--- src/rtl/mips_ctrl_pkg.sv ---
// rtl/mips_ctrl_pkg.sv - shared encodings for the multi-cycle MIPS control sequencer
// Holds the sequencer state enum, the instruction-class enum, opCode/func
// constants and the mux-select encodings driven toward the datapath.
package mips_ctrl_pkg;

  typedef enum logic [2:0] {
    ST_RST    = 3'd0,
    ST_FETCH  = 3'd1,
    ST_DECODE = 3'd2,
    ST_EXEC   = 3'd3,
    ST_MEM    = 3'd4,
    ST_WB     = 3'd5,
    ST_TRAP   = 3'd6
  } state_e;

  typedef enum logic [3:0] {
    CLS_NONE = 4'd0,
    CLS_ADD  = 4'd1,
    CLS_SUB  = 4'd2,
    CLS_AND  = 4'd3,
    CLS_OR   = 4'd4,
    CLS_JR   = 4'd5,
    CLS_LW   = 4'd6,
    CLS_SW   = 4'd7,
    CLS_BEQ  = 4'd8,
    CLS_ADDI = 4'd9,
    CLS_J    = 4'd10,
    CLS_JAL  = 4'd11
  } class_e;

  localparam logic [5:0] OP_RTYPE = 6'h00;
  localparam logic [5:0] OP_J     = 6'h02;
  localparam logic [5:0] OP_JAL   = 6'h03;
  localparam logic [5:0] OP_BEQ   = 6'h04;
  localparam logic [5:0] OP_ADDI  = 6'h08;
  localparam logic [5:0] OP_LW    = 6'h23;
  localparam logic [5:0] OP_SW    = 6'h2B;

  localparam logic [5:0] FN_JR  = 6'h08;
  localparam logic [5:0] FN_ADD = 6'h20;
  localparam logic [5:0] FN_SUB = 6'h22;
  localparam logic [5:0] FN_AND = 6'h24;
  localparam logic [5:0] FN_OR  = 6'h25;

  localparam logic [1:0] REGSRC_PC  = 2'd0;
  localparam logic [1:0] REGSRC_MEM = 2'd1;
  localparam logic [1:0] REGSRC_ALU = 2'd2;

  localparam logic [1:0] REGDST_RT  = 2'd0;
  localparam logic [1:0] REGDST_RD  = 2'd1;
  localparam logic [1:0] REGDST_R31 = 2'd2;

  localparam logic [1:0] PCSRC_PC4    = 2'd0;
  localparam logic [1:0] PCSRC_BRANCH = 2'd1;
  localparam logic [1:0] PCSRC_JUMP   = 2'd2;
  localparam logic [1:0] PCSRC_RS     = 2'd3;

  localparam logic [1:0] ALU_ADD = 2'd0;
  localparam logic [1:0] ALU_SUB = 2'd1;
  localparam logic [1:0] ALU_AND = 2'd2;
  localparam logic [1:0] ALU_OR  = 2'd3;

  // {ALUSrc, ALUOp} for a class. Jumps do not use the ALU and get ADD/rt.
  function automatic logic [2:0] alu_ctrl(input class_e c);
    case (c)
      CLS_SUB, CLS_BEQ:         alu_ctrl = {1'b0, ALU_SUB};
      CLS_AND:                  alu_ctrl = {1'b0, ALU_AND};
      CLS_OR:                   alu_ctrl = {1'b0, ALU_OR};
      CLS_LW, CLS_SW, CLS_ADDI: alu_ctrl = {1'b1, ALU_ADD};
      default:                  alu_ctrl = {1'b0, ALU_ADD};
    endcase
  endfunction

endpackage

--- src/rtl/mips_ctrl_decoder.sv ---
// rtl/mips_ctrl_decoder.sv - combinational opCode/func to instruction-class decoder
// Ports:
//   opcode_i  [5:0]  IR[31:26]
//   func_i    [5:0]  IR[5:0], only meaningful for R-type
//   cls_o     class  decoded instruction class (CLS_NONE when unsupported)
//   illegal_o        unsupported opCode or R-type func
module mips_ctrl_decoder
  import mips_ctrl_pkg::*;
(
  input  logic [5:0] opcode_i,
  input  logic [5:0] func_i,
  output class_e     cls_o,
  output logic       illegal_o
);

  always_comb begin
    cls_o = CLS_NONE;
    case (opcode_i)
      OP_RTYPE: begin
        case (func_i)
          FN_ADD:  cls_o = CLS_ADD;
          FN_SUB:  cls_o = CLS_SUB;
          FN_AND:  cls_o = CLS_AND;
          FN_OR:   cls_o = CLS_OR;
          FN_JR:   cls_o = CLS_JR;
          default: cls_o = CLS_NONE;
        endcase
      end
      OP_LW:   cls_o = CLS_LW;
      OP_SW:   cls_o = CLS_SW;
      OP_BEQ:  cls_o = CLS_BEQ;
      OP_ADDI: cls_o = CLS_ADDI;
      OP_J:    cls_o = CLS_J;
      OP_JAL:  cls_o = CLS_JAL;
      default: cls_o = CLS_NONE;
    endcase
  end

  assign illegal_o = (cls_o == CLS_NONE);

endmodule

--- src/rtl/mips_mc_controller.sv ---
// rtl/mips_mc_controller.sv - multi-cycle MIPS control sequencer (FETCH/DECODE/EXEC/MEM/WB)
// Optional feature macro: MIPS_CTRL_PERF_CNT_EN adds cycleCount/instRet counters.
// Ports:
//   clk, rst          rising-edge clock, async active-high reset
//   opCode, func      IR fields from the datapath
//   zero              ALU zero flag (beq decision)
//   memReady          shared memory port completed the access this cycle
//   memReq, memWrite  memory request / data write enable
//   pcWrite, irWrite  PC and IR load strobes
//   regSrc, regDst    register write-back source and address selects
//   pcSrc             next-PC select
//   ALUSrc, ALUOp     ALU operand-B select and operation
//   regWrite          register file write enable
//   illegal           sticky trap indicator
//   cycleCount, instRet (MIPS_CTRL_PERF_CNT_EN only) free-running counters
module mips_mc_controller
  import mips_ctrl_pkg::*;
(
  input  logic       clk,
  input  logic       rst,
  input  logic [5:0] opCode,
  input  logic [5:0] func,
  input  logic       zero,
  input  logic       memReady,
  output logic       memReq,
  output logic       pcWrite,
  output logic       irWrite,
  output logic [1:0] regSrc,
  output logic [1:0] regDst,
  output logic [1:0] pcSrc,
  output logic       ALUSrc,
  output logic [1:0] ALUOp,
  output logic       regWrite,
  output logic       memWrite,
  output logic       illegal
`ifdef MIPS_CTRL_PERF_CNT_EN
  ,
  output logic [31:0] cycleCount,
  output logic [31:0] instRet
`endif
);

  state_e state_q, state_d;
  class_e cls_q, cls_d;
  class_e dec_cls;
  logic   dec_illegal;

  mips_ctrl_decoder u_decoder (
    .opcode_i  (opCode),
    .func_i    (func),
    .cls_o     (dec_cls),
    .illegal_o (dec_illegal)
  );

  always_comb begin
    state_d = state_q;
    cls_d   = cls_q;
    case (state_q)
      ST_RST:   state_d = ST_FETCH;
      ST_FETCH: if (memReady) state_d = ST_DECODE;
      ST_DECODE: begin
        // Class is captured here so EXEC/MEM/WB never depend on IR again.
        cls_d   = dec_cls;
        state_d = dec_illegal ? ST_TRAP : ST_EXEC;
      end
      ST_EXEC: begin
        case (cls_q)
          CLS_LW, CLS_SW:                               state_d = ST_MEM;
          CLS_ADD, CLS_SUB, CLS_AND, CLS_OR, CLS_ADDI:  state_d = ST_WB;
          default:                                      state_d = ST_FETCH;
        endcase
      end
      ST_MEM:   if (memReady) state_d = (cls_q == CLS_SW) ? ST_FETCH : ST_WB;
      ST_WB:    state_d = ST_FETCH;
      ST_TRAP:  state_d = ST_TRAP;
      default:  state_d = ST_RST;
    endcase
  end

  always_ff @(posedge clk or posedge rst) begin
    if (rst) begin
      state_q <= ST_RST;
      cls_q   <= CLS_NONE;
    end else begin
      state_q <= state_d;
      cls_q   <= cls_d;
    end
  end

  // Outputs decode the registered state/class; memReady and zero only reach
  // irWrite (FETCH exit) and pcWrite (beq EXEC).
  always_comb begin
    memReq   = 1'b0;
    pcWrite  = 1'b0;
    irWrite  = 1'b0;
    regSrc   = REGSRC_PC;
    regDst   = REGDST_RT;
    pcSrc    = PCSRC_PC4;
    ALUSrc   = 1'b0;
    ALUOp    = ALU_ADD;
    regWrite = 1'b0;
    memWrite = 1'b0;
    illegal  = 1'b0;
    case (state_q)
      ST_FETCH: begin
        memReq  = 1'b1;
        irWrite = memReady;
      end
      ST_DECODE: begin
        pcWrite = 1'b1;
        pcSrc   = PCSRC_PC4;
      end
      ST_EXEC: begin
        {ALUSrc, ALUOp} = alu_ctrl(cls_q);
        case (cls_q)
          CLS_BEQ: begin
            pcSrc   = PCSRC_BRANCH;
            pcWrite = zero;
          end
          CLS_J: begin
            pcSrc   = PCSRC_JUMP;
            pcWrite = 1'b1;
          end
          CLS_JAL: begin
            // PC was already incremented in DECODE, so the link value is PC.
            pcSrc    = PCSRC_JUMP;
            pcWrite  = 1'b1;
            regWrite = 1'b1;
            regDst   = REGDST_R31;
            regSrc   = REGSRC_PC;
          end
          CLS_JR: begin
            pcSrc   = PCSRC_RS;
            pcWrite = 1'b1;
          end
          default: ;
        endcase
      end
      ST_MEM: begin
        // ALU controls held: the address is computed combinationally.
        {ALUSrc, ALUOp} = alu_ctrl(cls_q);
        memReq   = 1'b1;
        memWrite = (cls_q == CLS_SW);
      end
      ST_WB: begin
        {ALUSrc, ALUOp} = alu_ctrl(cls_q);
        regWrite = 1'b1;
        case (cls_q)
          CLS_LW: begin
            regSrc = REGSRC_MEM;
            regDst = REGDST_RT;
          end
          CLS_ADDI: begin
            regSrc = REGSRC_ALU;
            regDst = REGDST_RT;
          end
          default: begin
            regSrc = REGSRC_ALU;
            regDst = REGDST_RD;
          end
        endcase
      end
      ST_TRAP: illegal = 1'b1;
      default: ;
    endcase
  end

`ifdef MIPS_CTRL_PERF_CNT_EN
  logic [31:0] cycle_cnt_q, cycle_cnt_d;
  logic [31:0] inst_ret_q, inst_ret_d;
  logic        retire;

  // Last cycle of an instruction: jump/branch EXEC, sw MEM completion, any WB.
  always_comb begin
    retire = 1'b0;
    case (state_q)
      ST_EXEC: retire = (cls_q == CLS_BEQ) || (cls_q == CLS_J) ||
                        (cls_q == CLS_JAL) || (cls_q == CLS_JR);
      ST_MEM:  retire = (cls_q == CLS_SW) && memReady;
      ST_WB:   retire = 1'b1;
      default: retire = 1'b0;
    endcase
  end

  assign cycle_cnt_d = (state_q != ST_RST) ? cycle_cnt_q + 32'd1 : cycle_cnt_q;
  assign inst_ret_d  = retire ? inst_ret_q + 32'd1 : inst_ret_q;

  always_ff @(posedge clk or posedge rst) begin
    if (rst) begin
      cycle_cnt_q <= 32'd0;
      inst_ret_q  <= 32'd0;
    end else begin
      cycle_cnt_q <= cycle_cnt_d;
      inst_ret_q  <= inst_ret_d;
    end
  end

  assign cycleCount = cycle_cnt_q;
  assign instRet    = inst_ret_q;
`endif

endmodule
--- config.mk ---
export PLATFORM = sky130hd
export DESIGN_NAME = mips_mc_controller
export DESIGN_NICKNAME = d
export VERILOG_FILES = /design/src/rtl/mips_ctrl_pkg.sv /design/src/rtl/mips_ctrl_decoder.sv /design/src/rtl/mips_mc_controller.sv
export SDC_FILE = /design/constraint.sdc
export NUM_CORES = 1
export LEC_CHECK = 0
export CORE_UTILIZATION = 47
export DETAILED_ROUTE_END_ITERATION = 16
export HOLD_SLACK_MARGIN = 0.15
export PLACE_DENSITY = 0.94
export REMOVE_ABC_BUFFERS = 1
export SLEW_MARGIN = 25
export SYNTH_ARGS = -nofsm -noshare
export SYNTH_HDL_FRONTEND = slang
export SYNTH_SLANG_ARGS = --single-unit
export TNS_END_PERCENT = 20
--- constraint.sdc ---
create_clock -name clk -period 3 [get_ports clk]
set_clock_uncertainty 0.1 [all_clocks]
set_input_delay 0.45 -clock clk [delete_from_list [all_inputs] [get_ports clk]]
set_output_delay 0.45 -clock clk [all_outputs]
set_load 0.05 [all_outputs]
### Word level (Yosys, flattened, before mapping)

Cells that the tools add are included.

| storage, ports and cells | value |
|---|---|
| bits in registers | 7 |

| cells by class | value |
|---|---|
| equality and inequality tests | 30 |
| multiplexer cells | 26 |
| reductions and logical operators | 14 |

Operators by type and width:

| cell | count |
|---|---|
| equality test 6 bit, second input constant | 6 |
| case mux 4 bit (7 select lines) | 1 |
| case mux 3 bit (6 select lines) | 1 |
| equality test 4 x 3 -> 1 bit, second input constant | 4 |
| equality test 4 bit, second input constant | 4 |
| case mux 3 bit (5 select lines) | 1 |
| equality test 6 x 2 -> 1 bit, second input constant | 2 |
| equality test 6 x 4 -> 1 bit, second input constant | 2 |
| two-way mux 3 bit | 4 |
| case mux 3 bit (4 select lines) | 1 |
| OR reduction 2 bit | 6 |
| two-way mux 2 bit | 5 |
| equality test 3 bit, second input constant | 3 |
| OR reduction 3 bit | 3 |
| equality test 4 x 2 -> 1 bit, second input constant | 2 |
| two-way mux 1 bit | 7 |
| equality test 3 x 2 -> 1 bit, second input constant | 2 |
| equality test 6 x 3 -> 1 bit, second input constant | 1 |
| logical NOT 6 bit | 1 |
| case mux 1 bit (2 select lines) | 3 |
| case mux 2 bit (3 select lines) | 1 |
| case mux 3 bit (2 select lines) | 1 |
| OR reduction 5 bit | 1 |
| equality test 4 x 1 -> 1 bit, second input constant | 1 |
| 6 further kinds | 7 |

### Logic depth before layout (Yosys ltp)

Gate-level depths: netlist of run 1.

| logic depth | value |
|---|---|
| depth in word-level cells | 6 |
| gate-level depth with buffers | 5 |
| depth with buffers taken out | 4 |

### Modules after synthesis

A second synthesis of run 1 with hierarchy kept.

| unflattened totals | value |
|---|---|
| cell total of the unflattened synthesis | 106 |
| area total of the unflattened synthesis | 853.3 µm² |

By module, submodules not included:

| module | instances | cells an instance | area an instance (µm²) | seq. area each (µm²) |
|---|---|---|---|---|
| mips_mc_controller | 1 | 77 | 625.6 | 175.2 |
| mips_ctrl_decoder | 1 | 29 | 227.7 | 0.0 |

### Least setup slack after synthesis of run 1

No wires, ideal clock.

| timing | value |
|---|---|
| kind | flip-flop to output port |
| from | reg state_q[0] |
| to | out regWrite |
| arrival | 2.851 ns |
| path slack | -0.401 ns |
| stages on the path, launching flop included | 6 |
| cell sequence | dfrtp_1 clkbuf_1 nor2b_1 nand2_1 nor4_1 a21o_1 |

| between the ends | value |
|---|---|
| word-level cells in the longest chain between the ends | 2 |
| elaborated cells on any way between the ends | 3 |
| those cells by class | 2 x eq/ne; 1 x mux |

RTL lines:

| item | RTL line | text |
|---|---|---|
| start: declaration | mips_mc_controller.sv:43 | `state_e state_q, state_d;` |
| start signal: assignment | mips_mc_controller.sv:85 | `state_q <= state_d;` |
| equality test 3 bit or equality test 3 x 2 -> 1 bit (tied branches) | mips_mc_controller.sv:104 | `case (state_q)` |
| case mux 1 bit (2 select lines) * | mips_mc_controller.sv:104 |  |
| end: declaration | mips_mc_controller.sv:33 | `output logic regWrite,` |

Every way passes the cells marked *; elsewhere a longest branch is shown, timed or not.

### Final worst setup path of run 1

| timing | value |
|---|---|
| from | reg cls_q[2] |
| to | out pcWrite |

| between the ends | value |
|---|---|
| word-level cells in the longest chain between the ends | 4 |
| elaborated cells on any way between the ends | 7 |
| those cells by class | 4 x eq/ne; 2 x mux; 1 x reduce/logical |

RTL lines:

| item | RTL line | text |
|---|---|---|
| start: declaration | mips_mc_controller.sv:44 | `class_e cls_q, cls_d;` |
| start signal: assignment | mips_mc_controller.sv:86 | `cls_q <= cls_d;` |
| equality test 4 bit or equality test 4 x 3 -> 1 bit (tied branches) | mips_mc_controller.sv:115 | `case (cls_q)` |
| OR reduction 3 bit (no source line) | - |  |
| case mux 1 bit (2 select lines) * | mips_mc_controller.sv:115 |  |
| case mux 1 bit (2 select lines) * | mips_mc_controller.sv:104 |  |
| end: declaration | mips_mc_controller.sv:26 | `output logic pcWrite,` |

Marks and branches as above.

==> results.py, run 1 <==
metrics = {
    "outcome": {
        "run_status": "complete, but fails checks",
        "violations": "DRC",
    },
    "setup_path": {
        "crit_arrival_ns": 2.26,
        "crit_fanout": 12,
        "cp.required_ns": 2.45,
        "crit_path_end_kind": "primary output",
        "cp_slowest_cell": "clkdlybuf4s50_1",
        "slowest_delay_ns": 0.79,
        "cp_top_family": "buffers and inverters",
        "startpoint_type": "flop",
        "crit_buf_inv": 1,
        "path_cells": "nor4bb_1 -> a31oi_1 -> nor2_1 -> a311o_1 -> clkdlybuf4s50_1",
        "critical_path_class": "reg -> out",
    },
    "global_route": {
        "grt_pass1_vias": 874,
        "grt_pass1_wl_mm": 3.55,
        "grt_max_degree": 15,
        "grt_overflow": 0,
        "grt_antenna_before_repair": 0,
        "grt.total_usage": 0.244,
    },
    "yosys": {
        "ys_ff_latch": 7,
        "ys_types": 41,
        "synth_area_per_cell_sq_um": 7.33,
        "ys.flop_type": "dfrtp_1",
        "async_flop_share": 1.00,
        "synth_area_sq_um": 828,
        "ys_seq_area_frac": 0.211,
        "yosys_warnings": 0,
        "synth_edf_count": 0,
        "synth_cells": 113,
    },
    "place": {
        "place_hpwl_mm": 1.66,
        "place_congestion": 0.898,
        "dpl.cell_count": 153,
        "port_buffers": 30,
    },
    "route": {
        "drt-total-wl_mm": 2.08,
        "wl_per_cell_microns": 13.2,
        "num_vias": 955,
        "first_iter_violations": 18,
        "route.detailed.drc": 2,
        "viasPerCell": 6.08,
        "ant_nets": 0,
        "firstDrtPassIters": 13,
    },
    "sta": {
        "rsz0062_at_grt": "false",
        "fin_crit_sh": 0.938,
        "clock.fmax_ghz": 0.356,
        "finalHoldViolCount": 0,
        "setup_violations": 0,
        "hold_ws_ns": 0.317,
        "slew_headroom": 0.662,
        "slew_violations": 0,
        "min_period_ns": 2.81,
        "tightestPinTransition_ns": 0.506,
    },
    "clock_network": {
        "hold_buffers": 0,
        "post_cts_resized": 0,
        "clock_latency_ns": 0.25,
        "cts_made_buffers": 3,
        "clockBufferDepth": 2,
        "cts_setup_buffers": 0,
        "root_buffer": "clkbuf_4",
        "cts_max_level": 1,
        "cts.reportedPaths.clkPinSlew_ns": 0.05,
        "cts.sinks": 7,
        "cts_tree": "built",
    },
    "layout": {
        "drive_gt1_frac": 0.0709,
        "final_common_cell": "clkdlybuf4s50_1",
        "final_nets": 158,
        "areaGrowthSynthToFinish_pct": 39.9,
        "n_antenna_cell": 0,
        "layout.cells.non_filler": 157,
        "mostFrequentLayoutCells": "28 x clkdlybuf4s50_1, 17 x nor2_1, 7 x nand2_1, 7 x dfrtp_1",
        "regArea_sq_um": 175,
        "multi_input_area_sq_um": 602,
        "fillers": 121,
    },
    "floorplan": {
        "die_x_microns": 44.0,
        "rows": 14,
        "die_y_microns": 44.0,
        "core_area_sq_um": 1580,
        "dieArea_sq_um": 1930,
        "ios": 31,
        "start_util": 0.525,
    },
    "pwr": {
        "internal_power_uw": 454,
        "clock_power_share": 0.085,
        "p_seq_frac": 0.258,
        "comb_power_share": 0.657,
        "switching_power_uw": 539,
        "p_leak_nw": 0.471,
        "powerDensity_nw_per_um2": 857,
        "p_total_uw": 993,
        "peakVddDrop_mv": 0.390,
        "p_sw_frac": 0.542,
    },
    "worst_hold_path": {
        "hold_path.class": "in -> async",
    },
    "job": {
        "maxCapViolations": 0,
    },
}
## Yosys cell counts, types with 2 or more instances
cell	n	area share
a21oi_1	6	0.036
a31oi_1	4	0.030
a32oi_1	2	0.021
and2_1	2	0.015
and3_1	2	0.015
buf_2	2	0.012
clkbuf_1	5	0.023
dfrtp_1	7	0.21
inv_1	6	0.027
nand2_1	7	0.032
nand2b_1	2	0.015
nand3_1	2	0.012
nand3b_1	3	0.027
nand4b_1	2	0.021
nor2_1	17	0.077
nor2b_1	6	0.045
nor3_1	5	0.030
nor3b_1	2	0.018
nor4_1	5	0.038
o211ai_1	2	0.018
xnor2_1	3	0.032
xor2_1	2	0.021
## path summary, 6_finish.rpt
path,end,from,slack [ns],depth (start not counted)
setup / recovery,pcWrite,cls_q[2],0.19,5
hold / removal,cls_q[0],rst,0.32,2
setup reg to reg,state_q[2],state_q[0],1.43,5
hold reg to reg,state_q[1],state_q[1],0.63,2
max in group asynchronous,cls_q[1],rst,2.28,2
min in group clk,state_q[1],state_q[1],0.63,2
## flip-flops by register name (all words and copies together), names as in the netlist
name and count:
cls_q 4, state_q 3
## power by group through the flow
stage | clock (mW) | combinational (mW) | sequential (mW)
after floorplan | 0 | 0.470 | 0.227
after global placement | 0 | 0.636 | 0.248
after detailed placement | 0 | 0.650 | 0.254
after CTS | 0.0849 | 0.651 | 0.253
after global routing | 0.0861 | 0.704 | 0.271
final | 0.0844 | 0.653 | 0.256
## metal layers
layer	GRT usage	part of all wire	up-vias
met2	0.448	0.52	49
met3	0.0333	0.059	8
met4	0.133	0.029	0
met1	0.267	0.39	423
met5	0	0	-
li1	-	-	475
## per-stage QoR
stage | setup WS, ns | cell area, sq um | util | setup TNS (ns)
2_1_floorplan | -0.299 | 800 | - | -0.299
3_3_place_gp | 0.434 | 1130 | 0.715 | 0
3_5_place_dp | 0.332 | 1130 | 0.715 | 0
4_1_cts | 0.0556 | 1150 | 0.732 | 0
5_1_grt | 0.0755 | 1160 | 0.735 | 0
6_report | 0.187 | 1160 | 0.735 | 0
## cells by family (layout without fill, tap and decap cells)
logic type | Yosys count | count (layout) | synth area share
AO/OA/AOI/OAI | 24 | 24 | 0.211
multiplexers | 1 | 1 | 0.0121
flip-flops | 7 | 7 | 0.211
buffers and inverters | 13 | 41 | 0.0619
AND/OR/NAND/NOR | 63 | 63 | 0.450
XOR/XNOR | 5 | 5 | 0.0529
## final cells by class
type	instances	area share
clock buffer	4	0.0227
timing repair buffer	31	0.270
sequential	7	0.151
inverter	6	0.0194
tap	16	0.0173
multi-input combinational	93	0.519
No activity file was read; power rests on OpenSTA's default activity.
==> inputs of run 2 (changes only) <==
--- a/config.mk
+++ b/config.mk
@@ -9,7 +9,7 @@
 export DETAILED_ROUTE_END_ITERATION = 16
 export HOLD_SLACK_MARGIN = 0.15
 export PLACE_DENSITY = 0.94
-export REMOVE_ABC_BUFFERS = 1
+export SKIP_LAST_GASP = 1
 export SLEW_MARGIN = 25
 export SYNTH_ARGS = -nofsm -noshare
 export SYNTH_HDL_FRONTEND = slang
==> results.py, run 2 (synthesis results as in run 1) <==
metrics = {
    "floorplan": {
        "start_util": 0.525,
        "ios": 31,
        "dieArea_sq_um": 1930,
        "rows": 14,
        "die_x_microns": 44.0,
        "core_area_sq_um": 1580,
        "die_y_microns": 44.0,
    },
    "layout": {
        "final_nets": 158,
        "regArea_sq_um": 175,
        "n_antenna_cell": 0,
        "drive_gt1_frac": 0.0780,
        "multi_input_area_sq_um": 608,
        "regMostFlops": "cls_q",
        "layout.cells.non_filler": 157,
        "mostFrequentLayoutCells": "29 x clkdlybuf4s50_1, 17 x nor2_1, 7 x nand2_1, 7 x dfrtp_1",
        "reg_top3": "cls_q: 4 flops, state_q: 3 flops",
        "final_util": 0.737,
        "fillers": 127,
        "largest_reg_flops": 4,
        "final_common_cell": "clkdlybuf4s50_1",
        "areaGrowthSynthToFinish_pct": 40.3,
    },
    "setup_path": {
        "crit_fanout": 8,
        "startpoint_type": "flop",
        "crit_path_end_kind": "primary output",
        "cp.required_ns": 2.45,
        "crit_arrival_ns": 2.27,
        "critical_path_class": "reg -> out",
    },
    "clock_network": {
        "post_cts_resized": 0,
        "cts_made_buffers": 3,
        "clock_latency_ns": 0.25,
        "root_buffer": "clkbuf_4",
        "cts_max_level": 1,
        "cts.sinks": 7,
        "hold_buffers": 0,
        "cts_setup_buffers": 0,
        "cts.reportedPaths.clkPinSlew_ns": 0.05,
        "clockBufferDepth": 2,
        "cts_tree": "built",
    },
    "route": {
        "firstDrtPassIters": 13,
        "wl_per_cell_microns": 13.0,
        "ant_nets": 0,
        "route.detailed.drc": 1,
        "viasPerCell": 6.12,
        "first_iter_violations": 27,
        "drt-total-wl_mm": 2.04,
        "num_vias": 961,
    },
    "sta": {
        "setup_violations": 0,
        "clock.fmax_ghz": 0.354,
        "hold_ws_ns": 0.327,
        "rsz0062_at_grt": "false",
        "fin_crit_sh": 0.942,
        "tns_ns": 0,
        "finalHoldViolCount": 0,
        "slew_violations": 0,
        "slew_headroom": 0.634,
        "tightestPinTransition_ns": 0.547,
        "min_period_ns": 2.82,
    },
    "yosys": {
        "syn_nets": 129,
    },
    "place": {
        "place_hpwl_mm": 1.62,
        "place_congestion": 0.873,
        "dpl.cell_count": 153,
        "port_buffers": 30,
    },
    "pwr": {
        "p_total_uw": 996,
        "peakVddDrop_mv": 0.568,
        "powerDensity_nw_per_um2": 857,
        "p_leak_nw": 0.452,
    },
    "worst_hold_path": {
        "hold_path.class": "in -> async",
    },
    "global_route": {
        "grt_overflow": 0,
        "grt_antenna_before_repair": 0,
        "grt_max_degree": 15,
        "grt_pass1_vias": 902,
        "grt_pass1_wl_mm": 3.47,
        "grt.total_usage": 0.237,
    },
    "outcome": {
        "run_status": "complete, but fails checks",
        "violations": "DRC",
    },
    "job": {
        "maxCapViolations": 0,
    },
}
==> run 2: cell count changes in the layout (fill, tap and decap cells not counted), sizes merged <==
cell           previous run  this run
dlymetal6s2s              2         1
clkdlybuf4s50            28        29
==> run 2: cell type report <==
cell class,instances,area share
clock buffer,4,0.0226
inverter,6,0.0194
multi-input combinational,93,0.523
sequential,7,0.151
tap,16,0.0172
timing repair buffer,31,0.267
==> run 2: routing by layer <==
| layer | track usage | vias to the layer above | share of wire | wire, microns |
|---|---|---|---|---|
| li1 | - | 475 | - | - |
| met1 | 0.261 | 437 | 0.41 | 833 |
| met2 | 0.433 | 43 | 0.52 | 1070 |
| met3 | 0.0250 | 6 | 0.049 | 101 |
| met4 | 0.139 | 0 | 0.020 | 40 |
| met5 | 0 | - | 0 | 0 |
==> run 2: worst paths after layout <==
path / to / slack (ns) / startpoint / cells past startpoint
min reg2reg: state_q[1] / 0.64 / state_q[1] / 2
max in group asynchronous: state_q[1] / 2.26 / rst / 2
max reg2reg: state_q[2] / 1.42 / cls_q[0] / 4
max: regWrite / 0.18 / state_q[0] / 5
min: state_q[0] / 0.33 / rst / 2
min in group clk: state_q[1] / 0.64 / state_q[1] / 2
==> run 2: worst max-delay path, stage by stage, from the launching register on <==
cell and delay, ns:
dfrtp_1 0.46, nor2b_1 0.24, nand2_1 0.14, nor4_2 0.28, a21o_1 0.12, clkdlybuf4s50_1 0.79
==> run 2: power by group <==
| part | total (mW) | switching [mW] | leakage [nW] | internal [mW] |
|---|---|---|---|---|
| logic | 0.654 | 0.389 | 0.350 | 0.264 |
| clock network | 0.0836 | 0.0330 | 0.0150 | 0.0507 |
| registers | 0.259 | 0.120 | 0.0866 | 0.139 |
| total | 0.996 | 0.542 | 0.452 | 0.454 |
==> run 2: metrics by stage <==
step	area (sq um)	setup WS (ns)
after floorplan	835	0.202
after CTS	1160	0.139
after global routing	1160	0.0626
after global placement	1130	0.472
after detailed placement	1130	0.420
final	1160	0.175
==> inputs of run 3 (changes only) <==
--- a/config.mk
+++ b/config.mk
@@ -8,9 +8,10 @@
 export CORE_UTILIZATION = 47
 export DETAILED_ROUTE_END_ITERATION = 16
 export HOLD_SLACK_MARGIN = 0.15
+export MAX_ROUTING_LAYER = met4
 export PLACE_DENSITY = 0.94
+export RECOVER_POWER = 25
 export SKIP_LAST_GASP = 1
-export SLEW_MARGIN = 25
 export SYNTH_ARGS = -nofsm -noshare
 export SYNTH_HDL_FRONTEND = slang
 export SYNTH_SLANG_ARGS = --single-unit
==> results.py, run 3 (synthesis results as in run 1) <==
metrics = {
    "setup_path": {
        "crit_fanout": 8,
        "cp-endpoint": "regWrite",
        "startpoint_type": "flop",
        "crit_arrival_ns": 2.27,
        "rr_startpoint": "cls_q[0]",
        "critical_path_class": "reg -> out",
        "path_cells": "nor2b_1 -> nand2_1 -> nor4_2 -> a21o_1 -> clkdlybuf4s50_1",
        "slowest_delay_ns": 0.79,
        "r2r.worst_path.cells": 4,
        "crit_buf_inv": 1,
        "cp.required_ns": 2.45,
        "cp_top_family": "buffers and inverters",
        "cp_slowest_cell": "clkdlybuf4s50_1",
        "rrSetupSlack_ns": 1.42,
        "crit_path_end_kind": "primary output",
        "path_depth": 5,
        "cp-startpoint": "state_q[0]",
        "timing.rr.end": "state_q[2]",
    },
    "job": {
        "maxCapViolations": 0,
    },
    "clock_network": {
        "cts.reportedPaths.clkPinSlew_ns": 0.05,
        "cts_setup_buffers": 0,
        "post_cts_resized": 0,
        "hold_buffers": 0,
        "root_buffer": "clkbuf_4",
        "clockBufferDepth": 2,
        "clock_latency_ns": 0.25,
        "cts_tree": "built",
        "cts_made_buffers": 3,
        "cts.sinks": 7,
        "cts_max_level": 1,
    },
    "global_route": {
        "grt_pass1_vias": 901,
        "grt_max_degree": 15,
        "grt_pass1_wl_mm": 3.47,
        "busiest_layer": "met2",
        "gr-usage-met1": 0.261,
        "grt_util_met3": 0.0250,
        "grt.total_usage": 0.244,
        "grt_overflow": 0,
        "grt_antenna_before_repair": 0,
        "use_met2": 0.433,
    },
    "route": {
        "num_vias": 944,
        "wl_per_cell_microns": 12.8,
        "firstDrtPassIters": 13,
        "viasPerCell": 6.01,
        "route.detailed.drc": 1,
        "first_iter_violations": 37,
        "drt-total-wl_mm": 2.02,
        "ant_nets": 0,
    },
    "layout": {
        "largest_reg_flops": 4,
        "final_common_cell": "clkdlybuf4s50_1",
        "regMostFlops": "cls_q",
        "drive_gt1_frac": 0.0780,
        "reg_top3": "cls_q: 4 flops, state_q: 3 flops",
        "mostFrequentLayoutCells": "28 x clkdlybuf4s50_1, 17 x nor2_1, 7 x nand2_1, 7 x dfrtp_1",
        "areaGrowthSynthToFinish_pct": 40.3,
        "final_nets": 158,
        "n_antenna_cell": 0,
    },
    "yosys": {
        "syn_nets": 129,
    },
    "pwr": {
        "p_leak_nw": 0.452,
        "powerDensity_nw_per_um2": 855,
        "peakVddDrop_mv": 0.567,
    },
    "sta": {
        "fin_ws_ns": 0.180,
        "setup_violations": 0,
        "slew_violations": 0,
        "min_period_ns": 2.82,
        "hold_ws_ns": 0.468,
        "finalHoldViolCount": 0,
        "fin_crit_sh": 0.940,
        "rsz0062_at_grt": "false",
        "clock.fmax_ghz": 0.355,
        "tns_ns": 0,
        "tightestPinTransition_ns": 0.547,
        "slew_headroom": 0.634,
    },
    "floorplan": {
        "ios": 31,
        "core_area_sq_um": 1580,
        "dieArea_sq_um": 1930,
        "die_y_microns": 44.0,
        "die_x_microns": 44.0,
        "rows": 14,
        "start_util": 0.525,
    },
    "place": {
        "port_buffers": 30,
        "place_congestion": 0.887,
        "pre_cts_slack_ns": 0.420,
        "place_hpwl_mm": 1.62,
    },
    "outcome": {
        "violations": "DRC",
        "run_status": "complete, but fails checks",
    },
    "worst_hold_path": {
        "hold_path.class": "in -> async",
    },
}
## run 3: changes by cell type in the layout (fill, tap and decap cells not counted)
cell and change:
clkdlybuf4s50_1 -1, dlygate4sd3_1 +1
## run 3: where the power goes
part	switching [mW]	leakage (nW)	internal, mW
registers	0.118	0.0866	0.139
clock network	0.0322	0.0150	0.0506
logic	0.389	0.351	0.264
total	0.539	0.452	0.454
## run 3: through the flow
stage / util / area [sq um] / cells / total power, mW
after global routing: 0.737 / 1160 / 157 / 1.07
after detailed placement: 0.719 / 1130 / 153 / 0.908
after floorplan: - / 835 / 113 / 0.726
final: 0.737 / 1160 / 157 / 0.993
after CTS: 0.736 / 1160 / 157 / 0.995
after global placement: 0.719 / 1130 / 153 / 0.886
## run 3: final cells by class
| cell class | count | area [sq um] |
|---|---|---|
| Clock buffer | 4 | 26.3 |
| Sequential cell | 7 | 175 |
| Inverter | 6 | 22.5 |
| Fill cell | 127 | 414 |
| Timing Repair Buffer | 31 | 310 |
| Multi-Input combinational cell | 93 | 608 |
| Tap cell | 16 | 20.0 |
## run 3: per-layer routing
layer	routed length (microns)	vias to the layer above
li1	-	473
met1	823	428
met2	1070	39
met3	93	4
met4	35	0
met5	0	-
## run 3: how the worst min path moves through the flow
stage | start | to | slack [ns] | depth (start not counted)
final | rst | state_q[0] | 0.47 | 2
after global routing | rst | state_q[2] | 0.48 | 2
after CTS | rst | state_q[0] | 0.34 | 2
after detailed placement | rst | cls_q[0] | 0.60 | 2
after global placement | rst | cls_q[0] | 0.59 | 2
after floorplan | rst | cls_q[0] | 0.15 | 1
## run 3: worst reg2reg max path, stage by stage (launching register included)
cell,delay (ns)
dfrtp_1,0.58
nand4b_1,0.19
nor3b_1,0.24
nor3_1,0.08
a211o_1,0.27
